[src/rtl/spic_pkg.sv]
// Shared constants and types for the SPI controller slice.
package spic_pkg;

  localparam int INSTR_SIZE  = 16;
  localparam int DWIDTH      = 8;
  localparam int NSLAVES     = 4;

  localparam int NREQ_DEF    = 4;
  localparam int TIMEOUT_DEF = 1024;

  typedef enum logic [1:0] {
    IDLE,
    ISSUE,
    WAIT,
    DONE
  } arb_state_t;

  // Index width for n requesters; a single requester still needs one bit.
  function automatic int idx_width(input int n);
    return (n > 1) ? $clog2(n) : 1;
  endfunction

endpackage

[src/rtl/spic_rr_pick.sv]
// Round-robin picker: the first set request at or after last_grant+1,
// wrapping modulo NREQ.
module spic_rr_pick #(
  parameter int NREQ  = 4,
  parameter int IDX_W = 2
) (
  input  logic [NREQ-1:0]  req,
  input  logic [IDX_W-1:0] last_grant,
  output logic             found,
  output logic [IDX_W-1:0] index
);

  logic [IDX_W-1:0] cand;

  // Walk the requesters starting just past the previous winner.
  always_comb begin
    found = 1'b0;
    index = '0;
    cand  = '0;
    for (int i = 1; i <= NREQ; i++) begin
      cand = IDX_W'((int'(last_grant) + i) % NREQ);
      if (!found && req[cand]) begin
        found = 1'b1;
        index = cand;
      end
    end
  end

endmodule

[src/rtl/spic_arbiter.sv]
// Arbiter that shares one SPI master between NREQ requesters, one
// transaction at a time, with a completion timeout.
module spic_arbiter
  import spic_pkg::*;
#(
  parameter int NREQ    = NREQ_DEF,
  parameter int TIMEOUT = TIMEOUT_DEF
) (
  input  logic                       clk,
  input  logic                       rst_n,
  input  logic [NREQ-1:0]            req_valid,
  input  logic [NREQ*INSTR_SIZE-1:0] req_instr,
  input  logic [NREQ*2-1:0]          req_cfg,
  output logic [NREQ-1:0]            req_ready,
  output logic [NREQ-1:0]            rsp_valid,
  output logic [DWIDTH-1:0]          rsp_data,
  output logic                       rsp_err,
  output logic                       master_en,
  output logic [INSTR_SIZE-1:0]      driver_data,
  output logic [1:0]                 driver_cfg,
  input  logic                       driver_read,
  input  logic [DWIDTH-1:0]          spi_slv_read_data,
  output logic                       busy
);

  localparam int IDX_W = idx_width(NREQ);
  localparam int CNT_W = $clog2(TIMEOUT) + 1;

  localparam logic [CNT_W-1:0] CNT_LAST  = CNT_W'(TIMEOUT - 1);
  localparam logic [IDX_W-1:0] LAST_INIT = IDX_W'(NREQ - 1);

  arb_state_t             state_q;
  logic [IDX_W-1:0]       winner_q;
  logic [IDX_W-1:0]       last_grant_q;
  logic [CNT_W-1:0]       cnt_q;
  logic [NREQ-1:0]        req_ready_q;
  logic [NREQ-1:0]        rsp_valid_q;
  logic [DWIDTH-1:0]      rsp_data_q;
  logic                   rsp_err_q;
  logic                   master_en_q;
  logic [INSTR_SIZE-1:0]  driver_data_q;
  logic [1:0]             driver_cfg_q;
  logic                   busy_q;

  logic [INSTR_SIZE-1:0]  instr_arr [NREQ];
  logic [1:0]             cfg_arr   [NREQ];

  logic                   pick_found;
  logic [IDX_W-1:0]       pick_idx;
  logic [NREQ-1:0]        pick_onehot;
  logic [NREQ-1:0]        winner_onehot;

  // Split the flat request buses into per-requester words.
  for (genvar gi = 0; gi < NREQ; gi++) begin : g_unpack
    assign instr_arr[gi] = req_instr[gi*INSTR_SIZE +: INSTR_SIZE];
    assign cfg_arr[gi]   = req_cfg[gi*2 +: 2];
  end

  spic_rr_pick #(
    .NREQ  (NREQ),
    .IDX_W (IDX_W)
  ) u_pick (
    .req        (req_valid),
    .last_grant (last_grant_q),
    .found      (pick_found),
    .index      (pick_idx)
  );

  assign pick_onehot   = NREQ'(1) << pick_idx;
  assign winner_onehot = NREQ'(1) << winner_q;

  // Transaction FSM: grant, issue to the master, wait for completion or
  // timeout, respond. Every output comes straight from a register.
  always_ff @(posedge clk or negedge rst_n) begin
    if (!rst_n) begin
      state_q       <= IDLE;
      winner_q      <= '0;
      last_grant_q  <= LAST_INIT;
      cnt_q         <= '0;
      req_ready_q   <= '0;
      rsp_valid_q   <= '0;
      rsp_data_q    <= '0;
      rsp_err_q     <= 1'b0;
      master_en_q   <= 1'b0;
      driver_data_q <= '0;
      driver_cfg_q  <= '0;
      busy_q        <= 1'b0;
    end else begin
      case (state_q)
        IDLE: begin
          if (pick_found) begin
            winner_q      <= pick_idx;
            driver_data_q <= instr_arr[pick_idx];
            driver_cfg_q  <= cfg_arr[pick_idx];
            req_ready_q   <= pick_onehot;
            master_en_q   <= 1'b1;
            busy_q        <= 1'b1;
            state_q       <= ISSUE;
          end
        end
        ISSUE: begin
          req_ready_q  <= '0;
          master_en_q  <= 1'b0;
          last_grant_q <= winner_q;
          cnt_q        <= '0;
          state_q      <= WAIT;
        end
        WAIT: begin
          // A completion in the timeout cycle still counts as success.
          if (driver_read) begin
            rsp_data_q  <= spi_slv_read_data;
            rsp_err_q   <= 1'b0;
            rsp_valid_q <= winner_onehot;
            state_q     <= DONE;
          end else if (cnt_q == CNT_LAST) begin
            rsp_data_q  <= '0;
            rsp_err_q   <= 1'b1;
            rsp_valid_q <= winner_onehot;
            state_q     <= DONE;
          end else begin
            cnt_q <= cnt_q + 1'b1;
          end
        end
        DONE: begin
          rsp_valid_q <= '0;
          busy_q      <= 1'b0;
          state_q     <= IDLE;
        end
        default: state_q <= IDLE;
      endcase
    end
  end

  assign req_ready   = req_ready_q;
  assign rsp_valid   = rsp_valid_q;
  assign rsp_data    = rsp_data_q;
  assign rsp_err     = rsp_err_q;
  assign master_en   = master_en_q;
  assign driver_data = driver_data_q;
  assign driver_cfg  = driver_cfg_q;
  assign busy        = busy_q;

endmodule

[config.mk]
export PLATFORM = sky130hd
export DESIGN_NAME = spic_arbiter
export DESIGN_NICKNAME = d
export VERILOG_FILES = /design/src/rtl/spic_pkg.sv /design/src/rtl/spic_rr_pick.sv /design/src/rtl/spic_arbiter.sv
export SDC_FILE = /design/constraint.sdc
export NUM_CORES = 1
export LEC_CHECK = 0
export ABC_AREA = 1
export CAP_MARGIN = 30
export CORE_UTILIZATION = 42
export DETAILED_ROUTE_END_ITERATION = 8
export PLACE_DENSITY = 0.81
export SKIP_CTS_REPAIR_TIMING = 1
export SYNTH_ARGS = -nofsm -noshare
export SYNTH_HDL_FRONTEND = slang
export SYNTH_SLANG_ARGS = --single-unit
[constraint.sdc]
create_clock -name clk -period 2.07 [get_ports clk]
set_clock_uncertainty 0.1 [all_clocks]
set_input_delay 0.207 -clock clk [delete_from_list [all_inputs] [get_ports clk]]
set_output_delay 0.207 -clock clk [all_outputs]
set_load 0.02 [all_outputs]
==> results of run 1 <==
-- layout by cell type, fill, tap and decap left out, types with 8 or more instances in the layout --
cell / Yosys / final
a22o_1: 8 / 8
buf_12: 3 / 8
buf_4: 4 / 20
clkdlybuf4s50_1: 0 / 122
dfrtp_1: 52 / 52
inv_1: 37 / 36
nand2_1: 191 / 186
nand2_2: 44 / 47
nand3_1: 15 / 11
nand4_1: 47 / 47
o21ai_0: 14 / 12
o21ai_1: 10 / 9
-- registers in the layout (all words and copies together) (netlist names), 2 cells and up --
name and flops:
rsp_valid 4, driver_data 16, req_ready 4, cnt_q 11, state_q 2, last_grant_q 2
driver_cfg 2, winner_q 2, rsp_data 8
-- area by class of cell --
type,count,area (sq um)
clock buffers,5,68.8
well taps,105,131
multi-input cells,374,2010
flip-flops and latches,54,1350
clock inverters,3,25.0
fillers,698,2930
repair buffers,157,1620
inverters,41,161
-- logic make-up after synthesis --
kind of cell	synth area share
and+or+nand+nor	0.436
buffers and inverters	0.0956
DFF	0.371
AOI/OAI and AO/OA	0.0651
adders and majority gates	0.0206
xor gates and xnor gates	0.0120
-- worst min-delay path by stage --
stage	start	endpoint	depth (start not counted)
after floorplan	rst_n	busy	0
after global placement	rst_n	rsp_data[3]	2
after detailed placement	rst_n	rsp_data[3]	2
after CTS	rst_n	rsp_data[3]	2
after global routing	rst_n	rsp_data[3]	3
final	rst_n	rsp_data[3]	3
-- synth_stat cells, types with 5 or more instances --
cell | n | area (sq um)
nand2_1 | 191 | 717
dfrtp_1 | 52 | 1300
nand4_1 | 47 | 294
nand2_2 | 44 | 275
inv_1 | 37 | 139
nand3_1 | 15 | 75.1
o21ai_0 | 14 | 70.1
buf_2 | 11 | 55.1
o21ai_1 | 10 | 50.1
a22o_1 | 8 | 70.1
nor2_1 | 7 | 26.3
ha_1 | 6 | 75.1
nand2_4 | 5 | 56.3
xor2_1 | 5 | 43.8
-- routing by layer --
| metal | wire length [um] | vias up | part of all wire | GRT usage |
|---|---|---|---|---|
| met5 | 0 | - | 0 | 0 |
| met1 | 4460 | 1831 | 0.42 | 0.309 |
| li1 | - | 1887 | - | - |
| met3 | 549 | 30 | 0.052 | 0.0351 |
| met4 | 376 | 0 | 0.035 | 0.0997 |
| met2 | 5260 | 128 | 0.49 | 0.393 |
-- through the flow --
stage / utilization / setup WS [ns] / cells / hold slack (ns) / cell area, sq um
global placement: 0.615 / -0.0667 / 723 / 0.123 / 5100
CTS: 0.626 / -0.128 / 731 / -0.219 / 5190
floorplan: - / 0.0361 / 494 / -0.189 / 3650
finish: 0.647 / -0.115 / 739 / 0.302 / 5370
detailed placement: 0.615 / -0.104 / 723 / 0.132 / 5100
global route: 0.647 / -0.280 / 739 / 0.354 / 5370
-- power breakdown --
group | leakage (nW) | internal, W | switching (W)
combinational | 1.86 | 0.00326 | 0.00427
sequential | 0.691 | 0.00149 | 0.000301
clock | 0.0447 | 0.000245 | 0.000380
-- worst min-delay path, cell delays in order --
cell           delay (ns)
dlygate4sd3_1        0.52
buf_2                0.12
buf_12               0.27
==> run summary, run 1 <==
Starting density of the core: 0.440
Die H: 95.2 um
Max Root-Sink Buffers: 2
Number of setup violations in the final report: 23
Worst path max stage delay: 0.66 ns
Worst skew pair latency: 0.31 ns
Failing checks: negative setup slack
Crit path launch type: flip-flop
Pre-Repair DR Iteration Count: 4
RSZ-0062 raised after global routing: true
Clock root cell: clkbuf_8
Max Slew Vio Count: 0
H-tree lvl count: 2
Vias/cell: 5.24
Gr ovfl total: 0
Critical path startpoint: last_grant_q[0]
Ant. Diodes: 0
Crit-path max FO: 9
Outcome: finished, violations left
Final Cycle Share: 1.06
Worst R2R Start: last_grant_q[0]
Wirelength, routed: 10600 um
Power Density: 1850 mW/mm^2
Nets: 726
Final min period: 2.18 ns
Per-cell routed wire length: 14.4 um
Core Region: 0.00830 sq mm
Vias in the first global route: 3600
Crit path required time: 2.23 ns
P&R area growth vs syn: 47.1%
Die Wd: 95.2 um
CP arrival: 2.34 ns
Sequential share of the synthesized area: 0.371
Synth Flop Type: dfrtp_1
Num ports: 124
Unique masters post-synth: 34
Worst-path cell chain: nand2_1 -> nand2_4 -> inv_1 -> o21ai_1 -> nand3_4 -> nand3_4 -> buf_12 -> nand2_2 -> nand2_1 -> nand2_1 -> nand2_1 -> nand2_1 -> nand2_1
Hold crit path type: in -> async
P_leak: 2.60 nW
RR Endpoint: driver_data[5]
Slew at the pin closest to its max-slew limit: 0.475 ns
HPWL Detailed: 7770 um
Max Cap Violations: 0
Setup slack after layout: -0.115 ns
EDFF count, synth: 0
Synth Area per Inst: 7.39 sq um
I/O Buffers: 123
Top delay family on crit path: simple AND/OR/NAND/NOR gates
Gpl congestion: 0.831
Clock-pin slew on the worst setup and hold paths: 0.11 ns
Net Count, Synth: 587
Final Hold Viols: 0
DRC: 0
Die ar.: 0.00907 sq mm
Post-synthesis cell count: 494
Vias: 3876
Setup TNS: -2.07 ns
Slowest cell on crit path: dfstp_2
Slew margin rel.: 0.681
CTS tree: done
Global Route Usage Sum: 0.238
Yosys Warn Count: 0
Register bit total from synthesis: 54
Overall power: 0.00995 W
Layout cells sized above 1: 0.185
DRT iter0 DRCs: 163
Crit end category: flip-flop
FF-to-FF path depth: 13
Peak supply drop: 1.20 mV
ANT nets after route: 0
Fraction of registers with async set/reset: 1.00
Mapped cell area: 0.00365 sq mm
Total stage count of the critical path: 13
Most used cell, CP: nand2_1
First-pass GRT wire length: 16800 um
Clk sinks: 54
Max Clock Freq: 0.458 GHz
Worst R2R Setup Slack: -0.11 ns
Largest net degree at the start of global routing: 55
Placement row count: 33
Buf+Inv Stages, Crit Path: 2
Num CTS Buffers: 5
Worst Setup Path Type: reg -> reg
Initial antenna violation count: 0
Critical path endpoint: driver_data[5]
Power figures use the tool's default switching activity.
==> run 2: changes to the inputs <==
--- a/config.mk
+++ b/config.mk
@@ -6,7 +6,7 @@
 export NUM_CORES = 1
 export LEC_CHECK = 0
 export ABC_AREA = 1
-export CAP_MARGIN = 30
+export CAP_MARGIN = 40
 export CORE_UTILIZATION = 42
 export DETAILED_ROUTE_END_ITERATION = 8
 export PLACE_DENSITY = 0.81
==> results of run 2 <==
The final DEF is identical to that of run 1; final timing and power are the same.
==> RTL edit, RTL diff (flow settings as in run 2) <==
`DWIDTH`: 8 -> 6.
--- a/src/rtl/spic_pkg.sv
+++ b/src/rtl/spic_pkg.sv
@@ -4,3 +4,3 @@
   localparam int INSTR_SIZE  = 16;
-  localparam int DWIDTH      = 8;
+  localparam int DWIDTH      = 6;
   localparam int NSLAVES     = 4;
Interface: changed (resized rsp_data and spi_slv_read_data); port bits go from 124 to 120. No check against the original RTL was run, so the function may have changed too.
==> RTL edit against run 2 <==
- the run still ends with negative setup slack left
- cell area is 2.9% lower
- hold slack gained 0.015 ns
- total power decreased by 13%
- synthesized cell count stayed put
- first-iteration DRC count shrank 21%
- setup slack gained 0.016 ns
- sequential cell count shrank 2
- routed wire length shrank 4.7%
- combinational power shrank 18%
- synthesized area is 7.5% lower
- critical path type unchanged
- highest routed layer unchanged
==> RTL edit: results (changes against run 2) <==
* Outcome: complete, but fails checks (unchanged)
* Failing checks: negative setup slack (unchanged)
* Post-Layout Cell Count at 734 (was 739)
* Top cells by area, synth: dfrtp_1 37%, nand2_1 28%, nand3_1 7.7% (was dfrtp_1 36%, nand2_1 20%, nand4_1 8.1%)
* # diodes at 0 (unchanged)
* DR iter-0 viols at 128 (was 163)
* YS warnings at 0 (unchanged)
* Worst Path Max Fanout at 18 (was 9)
* Compound-gate portion of the synthesized area at 0.0697 (was 0.0651)
* First-pass GRT wire length at 15.0 mm (was 16.8 mm)
* Final Setup Violations at 25 (was 23)
* Drt first pass iters at 7 (was 4)
* Final nets at 722 (was 726)
* Top post-synthesis cells by count: 248 x nand2_1, 52 x nand3_1, 50 x dfrtp_1 (was 191 x nand2_1, 52 x dfrtp_1, 47 x nand4_1)
* Largest net degree at the start of global routing at 41 (was 55)
* Comb power frac at 0.720 (was 0.757)
* Setup TNS at -1.85 ns (was -2.07 ns)
* M2 GR Usage at 0.403 (was 0.393)
* Crit path from: last_grant_q[0] (unchanged)
* Maximum VDD drop at 0.000932 V (was 0.00120 V)
* Sequential cell area fraction in the yosys report at 0.386 (was 0.371)
* Port buffer count at 119 (was 123)
* Total GRT Usage at 0.220 (was 0.238)
* Worst Path Arrival at 2.33 ns
* Worst Reg-to-Reg Cells at 15 (was 13)
* Async set or reset register ratio after synthesis at 1.00 (unchanged)
* Met1 usage at 0.251 (was 0.309)
* Via Count at 3725 (was 3876)
* Grt met3 use at 0.0522 (was 0.0351)
* Slowest cell on crit path: dfstp_2 (unchanged)
* Leak at 2.56 nW (was 2.60 nW)
* HPWL after DPL at 6.80 mm (was 7.77 mm)
* Final setup margin at -0.0989 ns (was -0.115 ns)
* Net switching power at 4.25 mW (was 4.96 mW)
* Hold Worst Slack at 0.317 ns (was 0.302 ns)
* MaxCap Viol Count at 0 (unchanged)
* Routed wire length at 10.1 mm (was 10.6 mm)
* Slew headroom at 0.623 (was 0.681)
* Num CTS Buffers at 5 (unchanged)
* Clk power at 0.710 mW (was 0.626 mW)
* Synth Area in Adders at 0.0222 (was 0.0206)
* Final GP Congestion at 0.868 (was 0.831)
* Max reg flops at 16 (unchanged)
* Synth Net Count at 585 (was 587)
* Vias in the first global route at 3439 (was 3600)
* Filler cells at 617 (was 698)
* Max incr delay on CP at 0.63 ns (was 0.66 ns)
* Share of the synthesized area in the top cell type at 0.371 (was 0.356)
* Root Buffer Master: clkbuf_8 (unchanged)
* XOR/XNOR Fraction of Synth Area at 0.0182 (was 0.0120)
* Combinational power at 6.21 mW (was 7.54 mW)
* Share of post-route cells with drive strength above 1 at 0.142 (was 0.185)
* Cell Area, Placed at 4730 um^2 (was 5100 um^2)
* Distinct cells, synth at 33 (was 34)
* Ys flop type: dfrtp_1 (unchanged)
* Post-Synthesis Cells at 494 (unchanged)
* Core Util, Final at 0.671 (was 0.647)
* Clock slew at reported path FFs at 0.10 ns
* Post-place setup slack at -0.0918 ns (was -0.104 ns)
* DP Cell Count at 708 (was 723)
## RTL edit: per-layer routing
layer	vias up	wire length (um)	part of all wire
met5	-	0	0
met4	0	168	0.017
met3	17	738	0.073
met2	174	5290	0.52
met1	1703	3950	0.39
li1	1831	-	-
## RTL edit: cell type report
| type | count | share of cell area |
|---|---|---|
| repair buffers | 148 | 0.299 |
| well taps | 102 | 0.0245 |
| clock buffers | 5 | 0.0132 |
| flip-flops and latches | 52 | 0.250 |
| multi-input cells | 387 | 0.378 |
| clock inverters | 3 | 0.00816 |
| repair inverters | 1 | 0.00144 |
| inverters | 36 | 0.0264 |
## RTL edit: cells by family (layout without fill, tap and decap cells)
group,count (synthesis),count (layout)
AO/OA/AOI/OAI,38,38
flip-flops,52,52
buffers and inverters,57,193
XOR/XNOR,7,7
AND/OR/NAND/NOR,334,336
adder cells (fa/ha/maj),6,6
